## src/rtl/nibble_serial_adder.sv

```systemverilog
// Multi-cycle WIDTH-bit adder/subtractor that reuses one 4-bit carry-lookahead
// slice per clock, linking nibbles through a registered carry.
module nibble_serial_adder #(
    parameter int WIDTH = 16
) (
    input  logic             clk,
    input  logic             rst_n,
    input  logic             in_valid,
    output logic             in_ready,
    input  logic [WIDTH-1:0] a,
    input  logic [WIDTH-1:0] b,
    input  logic             cin,
    input  logic             sub,
    output logic             out_valid,
    input  logic             out_ready,
    output logic [WIDTH-1:0] s,
    output logic             cout,
    output logic             ovf,
    output logic             busy
);

    localparam int NIB = WIDTH / 4;
    localparam int CW  = (NIB > 1) ? $clog2(NIB) : 1;
    localparam logic [CW-1:0] LAST_NIB = CW'(NIB - 1);

    typedef enum logic [1:0] {
        IDLE = 2'b00,
        RUN  = 2'b01,
        DONE = 2'b10
    } state_t;

    // 4-bit lookahead slice: returns {c3, c2, sum}; c_i is the carry out of bit i.
    function automatic logic [5:0] cla4(
        input logic [3:0] x,
        input logic [3:0] y,
        input logic       ci
    );
        logic [3:0] g;
        logic [3:0] p;
        logic [3:0] c;
        logic [3:0] sum;
        g    = x & y;
        p    = x | y;
        c[0] = g[0] | (p[0] & ci);
        c[1] = g[1] | (p[1] & g[0]) | (p[1] & p[0] & ci);
        c[2] = g[2] | (p[2] & g[1]) | (p[2] & p[1] & g[0])
                    | (p[2] & p[1] & p[0] & ci);
        c[3] = g[3] | (p[3] & g[2]) | (p[3] & p[2] & g[1])
                    | (p[3] & p[2] & p[1] & g[0])
                    | (p[3] & p[2] & p[1] & p[0] & ci);
        sum  = x ^ y ^ {c[2:0], ci};
        return {c[3], c[2], sum};
    endfunction

    state_t           state_r;
    state_t           state_nx_s;
    logic [WIDTH-1:0] a_r;
    logic [WIDTH-1:0] b_r;
    logic             carry_r;
    logic [CW-1:0]    cnt_r;
    logic [WIDTH-1:0] s_r;
    logic             cout_r;
    logic             ovf_r;
    logic             in_ready_r;
    logic             out_valid_r;
    logic             busy_r;

    logic [3:0]       nib_a_s;
    logic [3:0]       nib_b_s;
    logic [5:0]       slice_s;
    logic [3:0]       nib_sum_s;
    logic             c2_s;
    logic             c3_s;
    logic             last_s;

    // Select the active nibble of each latched operand and run it through the slice.
    always_comb begin
        nib_a_s   = a_r[{cnt_r, 2'b00} +: 4];
        nib_b_s   = b_r[{cnt_r, 2'b00} +: 4];
        slice_s   = cla4(nib_a_s, nib_b_s, carry_r);
        nib_sum_s = slice_s[3:0];
        c2_s      = slice_s[4];
        c3_s      = slice_s[5];
        last_s    = (cnt_r == LAST_NIB);
    end

    // Next-state decode for the accept / step / hand-off sequence.
    always_comb begin
        state_nx_s = state_r;
        case (state_r)
            IDLE: begin
                if (in_valid) begin
                    state_nx_s = RUN;
                end else begin
                    state_nx_s = IDLE;
                end
            end
            RUN: begin
                if (last_s) begin
                    state_nx_s = DONE;
                end else begin
                    state_nx_s = RUN;
                end
            end
            DONE: begin
                if (out_ready) begin
                    state_nx_s = IDLE;
                end else begin
                    state_nx_s = DONE;
                end
            end
            default: begin
                state_nx_s = IDLE;
            end
        endcase
    end

    // State register plus handshake flags registered from the next state.
    always_ff @(posedge clk or negedge rst_n) begin
        if (!rst_n) begin
            state_r     <= IDLE;
            in_ready_r  <= 1'b1;
            out_valid_r <= 1'b0;
            busy_r      <= 1'b0;
        end else begin
            state_r     <= state_nx_s;
            in_ready_r  <= (state_nx_s == IDLE);
            out_valid_r <= (state_nx_s == DONE);
            busy_r      <= (state_nx_s == RUN) || (state_nx_s == DONE);
        end
    end

    // Operand capture, per-nibble accumulation and final carry/overflow capture.
    always_ff @(posedge clk or negedge rst_n) begin
        if (!rst_n) begin
            a_r     <= {WIDTH{1'b0}};
            b_r     <= {WIDTH{1'b0}};
            carry_r <= 1'b0;
            cnt_r   <= {CW{1'b0}};
            s_r     <= {WIDTH{1'b0}};
            cout_r  <= 1'b0;
            ovf_r   <= 1'b0;
        end else begin
            case (state_r)
                IDLE: begin
                    if (in_valid) begin
                        a_r     <= a;
                        b_r     <= sub ? ~b : b;
                        carry_r <= cin;
                        cnt_r   <= {CW{1'b0}};
                    end else begin
                        cnt_r   <= cnt_r;
                    end
                end
                RUN: begin
                    s_r[{cnt_r, 2'b00} +: 4] <= nib_sum_s;
                    carry_r                  <= c3_s;
                    if (last_s) begin
                        cout_r <= c3_s;
                        ovf_r  <= c2_s ^ c3_s;
                        cnt_r  <= {CW{1'b0}};
                    end else begin
                        cnt_r  <= cnt_r + 1'b1;
                    end
                end
                DONE: begin
                    cnt_r <= cnt_r;
                end
                default: begin
                    cnt_r <= {CW{1'b0}};
                end
            endcase
        end
    end

    assign in_ready  = in_ready_r;
    assign out_valid = out_valid_r;
    assign busy      = busy_r;
    assign s         = s_r;
    assign cout      = cout_r;
    assign ovf       = ovf_r;

endmodule

```

## config.mk

```make
export PLATFORM = sky130hd
export DESIGN_NAME = nibble_serial_adder
export DESIGN_NICKNAME = d
export VERILOG_FILES = /design/src/rtl/nibble_serial_adder.sv
export SDC_FILE = /design/constraint.sdc
export NUM_CORES = 1
export LEC_CHECK = 0
export ABC_AREA = 1
export BUFFER_PORTS_ARGS = -buffer_cell sky130_fd_sc_hd__buf_2
export CAP_MARGIN = 20
export CORE_MARGIN = 8
export CORE_UTILIZATION = 55
export CTS_CLUSTER_SIZE = 10
export DETAILED_ROUTE_END_ITERATION = 8
export PLACE_DENSITY = 0.79
export SYNTH_ARGS = -nofsm -noshare
export SYNTH_HDL_FRONTEND = slang
export SYNTH_SLANG_ARGS = --single-unit
```

## constraint.sdc

```tcl
create_clock -name clk -period 2.8 [get_ports clk]
set_input_delay 0.42 -clock clk [delete_from_list [all_inputs] [get_ports clk]]
set_output_delay 0.42 -clock clk [all_outputs]
set_load 0.02 [all_outputs]
```

==> results.sh, run 1 <==
export IMPL_outcome="complete, no violations"
export IMPL_power_leakage_nw=1.87
export IMPL_drt_iter0_markers=123
export IMPL_required_ps=3050
export IMPL_setup_viol=0
export IMPL_rsz0062_at_grt="no"
export IMPL_hold_violations=0
export IMPL_synth_top_family_by_area="simple AND/OR/NAND/NOR gates"
export IMPL_pin_count=59
export IMPL_cp_start_kind="register"
export IMPL_synthAdderAreaFrac=0.0731
export IMPL_post_cts_setup_buffers=0
export IMPL_skew_ps=8.35
export IMPL_powerDensity_nw_per_um2=1230
export IMPL_hold_path_class="input pin to register"
export IMPL_synth_yosys_seq_area_share=0.482
export IMPL_fillers=492
export IMPL_nets=471
export IMPL_layout_commonest_cell="nand2_1"
export IMPL_ys_types=28
export IMPL_portBuffers=58
export IMPL_grt_max_degree=42
export IMPL_gp_congestion=0.917
export IMPL_cts_root_buf="clkbuf_8"
export IMPL_synthXorXnorAreaFrac=0.0523
export IMPL_fin_cells=493
export IMPL_synth_cells=354
export IMPL_wl_met1_mm=2.78
export IMPL_area_delta_synth_final_pct=17.5
export IMPL_wl_per_cell_um=13.0
export IMPL_end_kind="register"
export IMPL_clkTransAtPathRegs_ps=60
export IMPL_dr_wl_met2_mm=3.18
export IMPL_die_area_um2=8110
export IMPL_syn_avg_cell_area_um2=8.51
export IMPL_synth_simple_area_share=0.207
export IMPL_drive_gt1_frac=0.207
export IMPL_grt_overflow_total=0
export IMPL_post_route_period_util=0.878
export IMPL_layout_common_cells="124 x nand2_1, 58 x buf_2, 57 x dfrtp_1"
export IMPL_antenna_found_initial=0
export IMPL_cts_buffers=9
export IMPL_mappedNetlistArea_um2=3010
export IMPL_synth_compound_area_frac=0.108
export IMPL_dp_hpwl_mm=4.76
export IMPL_topRoutingLayerUsed="met4"
export IMPL_fin_tns_setup_ps=0
export IMPL_core_area_um2=5410
export IMPL_drv_cap=0
export IMPL_n_antenna_cell=0
export IMPL_rows=27
export IMPL_cts_htree_levels=3
export IMPL_clock_sinks=58
export IMPL_worst_pin_slew_ps=474
export IMPL_muxShareOfSynthArea=0
export IMPL_ys_seq_elements=58
export IMPL_clock_latency_ps=340
export IMPL_synth_top_area_cell="dfrtp_1"
export IMPL_period_needed_ps=2460
export IMPL_slew_headroom=0.684
export IMPL_cp_arrival_ps=2710
export IMPL_drv_slew=0
export IMPL_fp_dieH_um=90.0
export IMPL_hold_buffers=1
export IMPL_irDropWorstVdd_mv=0.525
export IMPL_critPathKind="register to register"
export IMPL_antenna_left=0
export IMPL_yosysWarnings=0
export IMPL_dp_cells=476
export IMPL_crit_fanout=12
export IMPL_drc=0
export IMPL_grt_usage=0.165
export IMPL_wl_met3_um=328
export IMPL_grt_pass1_vias=2551
export IMPL_vias=2471
export IMPL_grt_first_pass_wirelength_mm=11.1
export IMPL_drt_pass1_iterations=4
export IMPL_yosysTopAreaCellShare=0.473
export IMPL_drt_total_wl_mm=6.39
export IMPL_timing_fmax_mhz=407
export IMPL_power_total_mw=4.36
export IMPL_synth_top_cells_by_area="dfrtp_1 47%, nand2_1 15%, ha_1 6.6%, xnor2_1 5.2%, inv_1 4.4%"
export IMPL_via_per_inst=5.01
export IMPL_synth_nets=409
export IMPL_cts_buffer_depth=2
export IMPL_cts_resized=0
export IMPL_start_util=0.558
export IMPL_cts_tree="yes"
export IMPL_fp_dieW_um=90.0
[per-stage QoR]
step / cell area, um^2 / worst slack [ps] / utilization / hold slack (ps)
detailed placement: 3340 / 413 / 0.618 / 309
floorplan: 3010 / 744 / - / 124
CTS: 3540 / 370 / 0.655 / 269
global placement: 3340 / 491 / 0.618 / 310
finish: 3540 / 342 / 0.655 / 278
global route: 3540 / 115 / 0.655 / 273
[registers in the layout, summed over array words and instances (netlist names)]
register / cells
busy: 1
in_ready: 1
out_valid: 1
carry_r: 1
b_r: 16
cout: 1
state_r: 2
cnt_r: 2
a_r: 16
s: 16
ovf: 1
[critical path: stages, from the launching register on]
cell	delay, ps
dfrtp_1	420
clkinv_1	330
a32oi_1	470
inv_1	110
ha_1	220
inv_1	70
nand2_1	60
nand2_1	80
nand2_1	60
xnor2_1	310
nand2_1	80
o21ai_0	150
[power breakdown]
group | internal (mW) | leakage, nW | switching [mW] | total [mW]
clock network | 0.433 | 0.0974 | 0.313 | 0.746
registers | 1.20 | 0.740 | 0.213 | 1.42
logic | 0.758 | 1.03 | 1.44 | 2.20
[synth_stat cells]
master    instances
nand3_1           7
nand2_2           1
fa_1              1
nor2_1           11
o21ai_2           1
xnor2_1          18
buf_4             5
a21oi_1          11
a32oi_1           8
nand3_2           1
o211ai_1          2
nor2_2            1
nand2_1         124
or2_2             1
nor3_2            1
nand4_1           5
o21ai_1           7
dfstp_2           1
dfrtp_1          57
ha_1             16
o21ai_0          25
buf_6             2
inv_1            35
clkinv_1          1
buf_2             6
o31ai_1           2
nor2_4            1
inv_2             3
[worst paths after layout]
| check | start | end | slack [ps] | cells past startpoint |
|---|---|---|---|---|
| setup / recovery | cnt_r[1]$_DFFE_PN0P_ | s[10]$_DFFE_PN0P_ | 340 | 11 |
| hold / removal | a[5] | a_r[5]$_DFFE_PN0P_ | 280 | 3 |
| setup reg to reg | cnt_r[1]$_DFFE_PN0P_ | s[10]$_DFFE_PN0P_ | 340 | 11 |
| hold reg to reg | s[11]$_DFFE_PN0P_ | s[11]$_DFFE_PN0P_ | 480 | 2 |
| max in group asynchronous | rst_n | b_r[8]$_DFFE_PN0P_ | 1710 | 3 |
| min in group asynchronous | rst_n | s[3]$_DFFE_PN0P_ | 490 | 2 |
[area by class of cell]
type                            count  area [um^2]  share of cell area
Sequential cell                    58         1450               0.410
Tap cell                           72         90.1              0.0254
Timing Repair Buffer               64          338              0.0954
Multi-Input combinational cell    244         1330               0.374
Inverter                           39          146              0.0413
Clock inverter                      3         40.0              0.0113
Clock buffer                       13          149              0.0420
[kinds of logic (layout without fill, tap and decap cells)]
| kind of cell | count (synthesis) | in the layout |
|---|---|---|
| compound gates | 56 | 56 |
| xor+xnor | 18 | 18 |
| fa+ha+maj | 17 | 17 |
| buf+inv | 52 | 119 |
| flops | 58 | 58 |
| simple gates | 153 | 153 |
[routing by layer]
layer | vias up | GRT usage
met3 | 7 | 0.0482
met4 | 0 | 0.0791
met5 | - | 0
li1 | 1250 | -
met1 | 1158 | 0.181
met2 | 56 | 0.285
Note: power is estimated with default switching activity, not from simulation.
==> run 2, diff against run 1 <==
Settings changed: CAP_MARGIN 20 to 10, CORE_UTILIZATION 55 to 50, PLACE_DENSITY 0.79 to 0.75, RECOVER_POWER set to 25.
Clock period 2.8 ns to 2.2 ns, I/O delays scaled along.
==> results.sh, run 2 (synthesis results as in run 1) <==
export IMPL_cts_buffers=9
export IMPL_antenna_found_initial=0
export IMPL_slew_headroom=0.00872
export IMPL_hold_path_class="input pin to register"
export IMPL_hold_buffers=0
export IMPL_grt_overflow_total=0
export IMPL_area_delta_synth_final_pct=21.2
export IMPL_hold_violations=0
export IMPL_die_area_um2=8770
export IMPL_crit_fanout=7
export IMPL_cp_startpoint="cnt_r[0]$_DFFE_PN0P_"
export IMPL_crit_path_top_delay_cell="dfrtp_2"
export IMPL_cp_start_kind="register"
export IMPL_vias=2535
export IMPL_ff2ff_path_depth=9
export IMPL_drt_total_wl_mm=6.63
export IMPL_fp_dieH_um=93.6
export IMPL_fp_dieW_um=93.6
export IMPL_post_route_period_util=0.943
export IMPL_failed_checks="max-capacitance violations"
export IMPL_net_switching_power_mw=2.68
export IMPL_cts_buffer_depth=2
export IMPL_layout_commonest_cell="nand2_1"
export IMPL_seqPwrFrac=0.307
export IMPL_nets=480
export IMPL_swShare=0.454
export IMPL_path_common_cell="buf_4"
export IMPL_end_kind="register"
export IMPL_cts_root_buf="clkbuf_8"
export IMPL_layout_common_cells="122 x nand2_1, 58 x buf_2, 56 x dfrtp_1"
export IMPL_powerDensity_nw_per_um2=1610
export IMPL_drt_iter0_markers=110
export IMPL_clkTransAtPathRegs_ps=60
export IMPL_pin_count=59
export IMPL_power_leakage_nw=1.92
export IMPL_worst_pin_slew_ps=1490
export IMPL_drt_pass1_iterations=4
export IMPL_cts_tree="yes"
export IMPL_place_ws_ps=-53.8
export IMPL_drv_slew=0
export IMPL_p_int_mw=3.22
export IMPL_critPathKind="register to register"
export IMPL_via_per_inst=5.03
export IMPL_fin_ws_ps=126
export IMPL_grt_first_pass_wirelength_mm=11.2
export IMPL_r2r_slack_ps=130
export IMPL_clock_latency_ps=330
export IMPL_pwr_share_comb=0.549
export IMPL_core_area_um2=5890
export IMPL_timing_fmax_mhz=482
export IMPL_cp_slowest_stage_delay_ps=440
export IMPL_irDropWorstVdd_mv=0.679
export IMPL_drc=0
export IMPL_wl_per_cell_um=13.2
export IMPL_critPathTopFamily="flip-flops"
export IMPL_crit_path_end="s[13]$_DFFE_PN0P_"
export IMPL_n_antenna_cell=0
export IMPL_setup_viol=0
export IMPL_fin_util=0.621
export IMPL_drv_cap=1
export IMPL_crit_cells=9
export IMPL_path_buf_inv=2
export IMPL_rr_startpoint="cnt_r[0]$_DFFE_PN0P_"
export IMPL_grt_pass1_vias=2513
export IMPL_fin_area_um2=3650
export IMPL_fin_tns_setup_ps=0
export IMPL_cts_htree_levels=3
export IMPL_portBuffers=58
export IMPL_cp_arrival_ps=2330
export IMPL_fillers=518
export IMPL_period_needed_ps=2070
export IMPL_grt_max_degree=48
export IMPL_outcome="complete, but fails checks"
export IMPL_place_area_um2=3400
export IMPL_gp_congestion=0.879
export IMPL_clock_sinks=58
export IMPL_rows=28
export IMPL_skew_ps=7.76
export IMPL_required_ps=2450
export IMPL_dp_hpwl_mm=5.09
export IMPL_antenna_left=0
export IMPL_cp_cell_sequence="buf_4 -> a21oi_1 -> a32oi_2 -> buf_4 -> fa_1 -> xnor2_2 -> nor2_1 -> nand2_1 -> o21ai_1"
export IMPL_start_util=0.512
export IMPL_clkPwrFrac=0.144
export IMPL_grt_usage=0.160
export IMPL_drive_gt1_frac=0.256
export IMPL_worstReg2RegEnd="s[13]$_DFFE_PN0P_"
==> run 2: cell count changes in the layout (fill, tap and decap cells not counted), sizes merged <==
cell and delta:
clkinvlp +1, bufinv -1, clkbuf +1, buf +8, dlygate4sd3 -1
==> run 2: worst min path at each step <==
stage | startpoint | endpoint | slack (ps) | cells after the start
floorplan | rst_n | a_r[0]$_DFFE_PN0P_ | 30 | 0
global placement | rst_n | busy$_DFF_PN0_ | 390 | 1
detailed placement | rst_n | busy$_DFF_PN0_ | 400 | 1
CTS | rst_n | state_r[1]$_DFF_PN0_ | 40 | 1
global route | a[9] | a_r[9]$_DFFE_PN0P_ | 190 | 3
finish | a[3] | a_r[3]$_DFFE_PN0P_ | 190 | 3
==> run 2: worst min-delay path, cell delays in order <==
cell and delay, ps:
buf_2 70, nand2_1 40, nand2_1 40
==> run 2: layout make-up <==
class                      count  area [um^2]  share of cell area
sequential                    58         1450               0.398
clock buffer                  12          155              0.0425
clock inverter                 3         15.0             0.00411
tap                           75         93.8              0.0257
timing repair buffer          73          400               0.110
multi-input combinational    244         1380               0.379
inverter                      39          150              0.0411
==> run 2: power groups by stage <==
stage	Sequential [mW]	Clock [mW]	Combinational [mW]
finish	1.81	0.847	3.23
global route	1.87	0.924	3.65
CTS	1.80	0.864	2.98
detailed placement	1.82	0	2.89
global placement	1.81	0	2.79
floorplan	1.91	0	1.98
==> run 2: what timing repair did <==
action                                  in CTS  in global routing
setup buffers                                0                  4
pin swaps                                    0                  4
endpoints found under the setup margin       4                 11
gates resized for setup                      2                 13
endpoints found under the hold margin        0                  0
cloned                                       0                  1
==> run 2: per-layer routing <==
metal,global-route usage,wire length (um)
met5,0,0
met4,0.0674,182
met3,0.0625,463
met2,0.263,3180
met1,0.182,2800
==> run 2: through the flow <==
stage          hold slack (ps)  total power [mW]  instances
2_1_floorplan             34.4              3.89        354
3_3_place_gp               393              4.60        484
3_5_place_dp               399              4.71        484
4_1_cts                   40.0              5.64        499
5_1_grt                    186              6.44        504
6_report                   191              5.89        504
==> run 3, diff against run 2 <==
Settings changed: RECOVER_POWER 25 to not set.
==> results.sh, run 3 (synthesis results as in run 1) <==
export IMPL_outcome="complete, no violations"
export IMPL_portBuffers=58
export IMPL_cp_cell_sequence="buf_4 -> a21oi_1 -> a32oi_2 -> buf_4 -> fa_1 -> xnor2_2 -> nor2_1 -> nand2_1 -> o21ai_1"
export IMPL_place_ws_ps=-53.8
export IMPL_n_antenna_cell=0
export IMPL_start_util=0.512
export IMPL_dp_cells=484
export IMPL_powerDensity_nw_per_um2=1610
export IMPL_fin_ws_ps=128
export IMPL_period_needed_ps=2070
export IMPL_antenna_found_initial=0
export IMPL_crit_fanout=7
export IMPL_cp_slowest_stage_delay_ps=440
export IMPL_crit_path_top_delay_cell="dfrtp_2"
export IMPL_worst_pin_slew_ps=656
export IMPL_rows=28
export IMPL_drc=0
export IMPL_cts_buffers=9
export IMPL_grt_usage=0.160
export IMPL_antenna_left=0
export IMPL_cts_htree_levels=3
export IMPL_dp_hpwl_mm=5.09
export IMPL_clock_sinks=58
export IMPL_area_delta_synth_final_pct=21.7
export IMPL_drt_iter0_markers=110
export IMPL_power_leakage_nw=1.93
export IMPL_cts_root_buf="clkbuf_8"
export IMPL_fillers=516
export IMPL_wl_per_cell_um=13.1
export IMPL_drt_pass1_iterations=4
export IMPL_fp_dieH_um=93.6
export IMPL_via_per_inst=5.01
export IMPL_hold_violations=0
export IMPL_grt_overflow_total=0
export IMPL_nets=480
export IMPL_clock_latency_ps=330
export IMPL_cp_start_kind="register"
export IMPL_grt_max_degree=48
export IMPL_fp_dieW_um=93.6
export IMPL_fin_tns_setup_ps=0
export IMPL_hold_buffers=0
export IMPL_cts_tree="yes"
export IMPL_layout_common_cells="122 x nand2_1, 59 x buf_2, 56 x dfrtp_1"
export IMPL_drt_total_wl_mm=6.63
export IMPL_vias=2523
export IMPL_fin_cells=504
export IMPL_skew_ps=7.61
export IMPL_end_kind="register"
export IMPL_hold_path_class="input pin to asynchronous set/reset pin"
export IMPL_fin_util=0.623
export IMPL_gp_congestion=0.879
export IMPL_timing_fmax_mhz=483
export IMPL_grt_pass1_vias=2513
export IMPL_drive_gt1_frac=0.259
export IMPL_setup_viol=0
export IMPL_core_area_um2=5890
export IMPL_critPathKind="register to register"
export IMPL_irDropWorstVdd_mv=0.682
export IMPL_required_ps=2410
export IMPL_cts_buffer_depth=2
export IMPL_layout_commonest_cell="nand2_1"
export IMPL_slew_headroom=0.563
export IMPL_path_common_cell="buf_4"
export IMPL_drv_cap=0
export IMPL_die_area_um2=8770
export IMPL_pin_count=59
export IMPL_cp_arrival_ps=2290
export IMPL_clkTransAtPathRegs_ps=60
export IMPL_post_route_period_util=0.942
export IMPL_drv_slew=0
export IMPL_grt_first_pass_wirelength_mm=11.2
[run 3: cell count changes in the layout (fill, tap and decap cells not counted), sizes merged]
| cell | delta |
|---|---|
| buf | +2 |
| clkbuf | -2 |
[run 3: worst max-delay path: cells and delay by family (launching register included)]
| kind | cells | cell delay, ps |
|---|---|---|
| DFF | 1 | 440 |
| and+or+nand+nor | 2 | 170 |
| buffers and inverters | 2 | 330 |
| adders and majority gates | 1 | 430 |
| AOI/OAI and AO/OA | 3 | 330 |
| xor gates and xnor gates | 1 | 250 |
[run 3: cell type report]
type | count | area, um^2 | area share
tap | 75 | 93.8 | 0.0256
sequential | 58 | 1450 | 0.396
inverter | 39 | 150 | 0.0409
clock buffer | 12 | 155 | 0.0423
clock inverter | 3 | 15.0 | 0.00409
multi-input combinational | 244 | 1380 | 0.377
timing repair buffer | 73 | 417 | 0.114
[run 3: routing by layer]
metal	share of wire	track usage	vias up
met5	0	0	-
met4	0.025	0.0674	0
met3	0.067	0.0625	16
met2	0.48	0.263	71
met1	0.43	0.182	1171
li1	-	-	1265
[run 3: metrics by stage]
stage | power, mW | hold slack, ps | cell area (um^2)
2_1_floorplan | 3.89 | 34.4 | 3010
3_3_place_gp | 4.60 | 393 | 3400
3_5_place_dp | 4.71 | 399 | 3400
4_1_cts | 5.64 | 40.0 | 3580
5_1_grt | 6.45 | 66.5 | 3670
6_report | 5.90 | 24.6 | 3670
[run 3: path summary, 6_finish.rpt]
check	from	endpoint	slack [ps]	depth (start not counted)
max	cnt_r[0]$_DFFE_PN0P_	s[13]$_DFFE_PN0P_	130	9
min	rst_n	state_r[1]$_DFF_PN0_	20	1
min reg2reg	s[7]$_DFFE_PN0P_	s[7]$_DFFE_PN0P_	480	2
max reg2reg	cnt_r[0]$_DFFE_PN0P_	s[13]$_DFFE_PN0P_	130	9
min in group clk	a[3]	a_r[3]$_DFFE_PN0P_	190	3
max in group asynchronous	rst_n	cnt_r[1]$_DFFE_PN0P_	1590	2
[run 3: repair_timing]
action	4_1_cts	5_1_grt
buffers inserted	0	4
gates resized for setup	2	13
pin swaps	0	4
cloned	0	1
setup endpoints to repair	4	11
[run 3: power by group]
part / switching (mW) / total, mW / internal (mW)
combinational: 2.01 / 3.24 / 1.23
sequential: 0.280 / 1.81 / 1.53
clock: 0.390 / 0.848 / 0.458
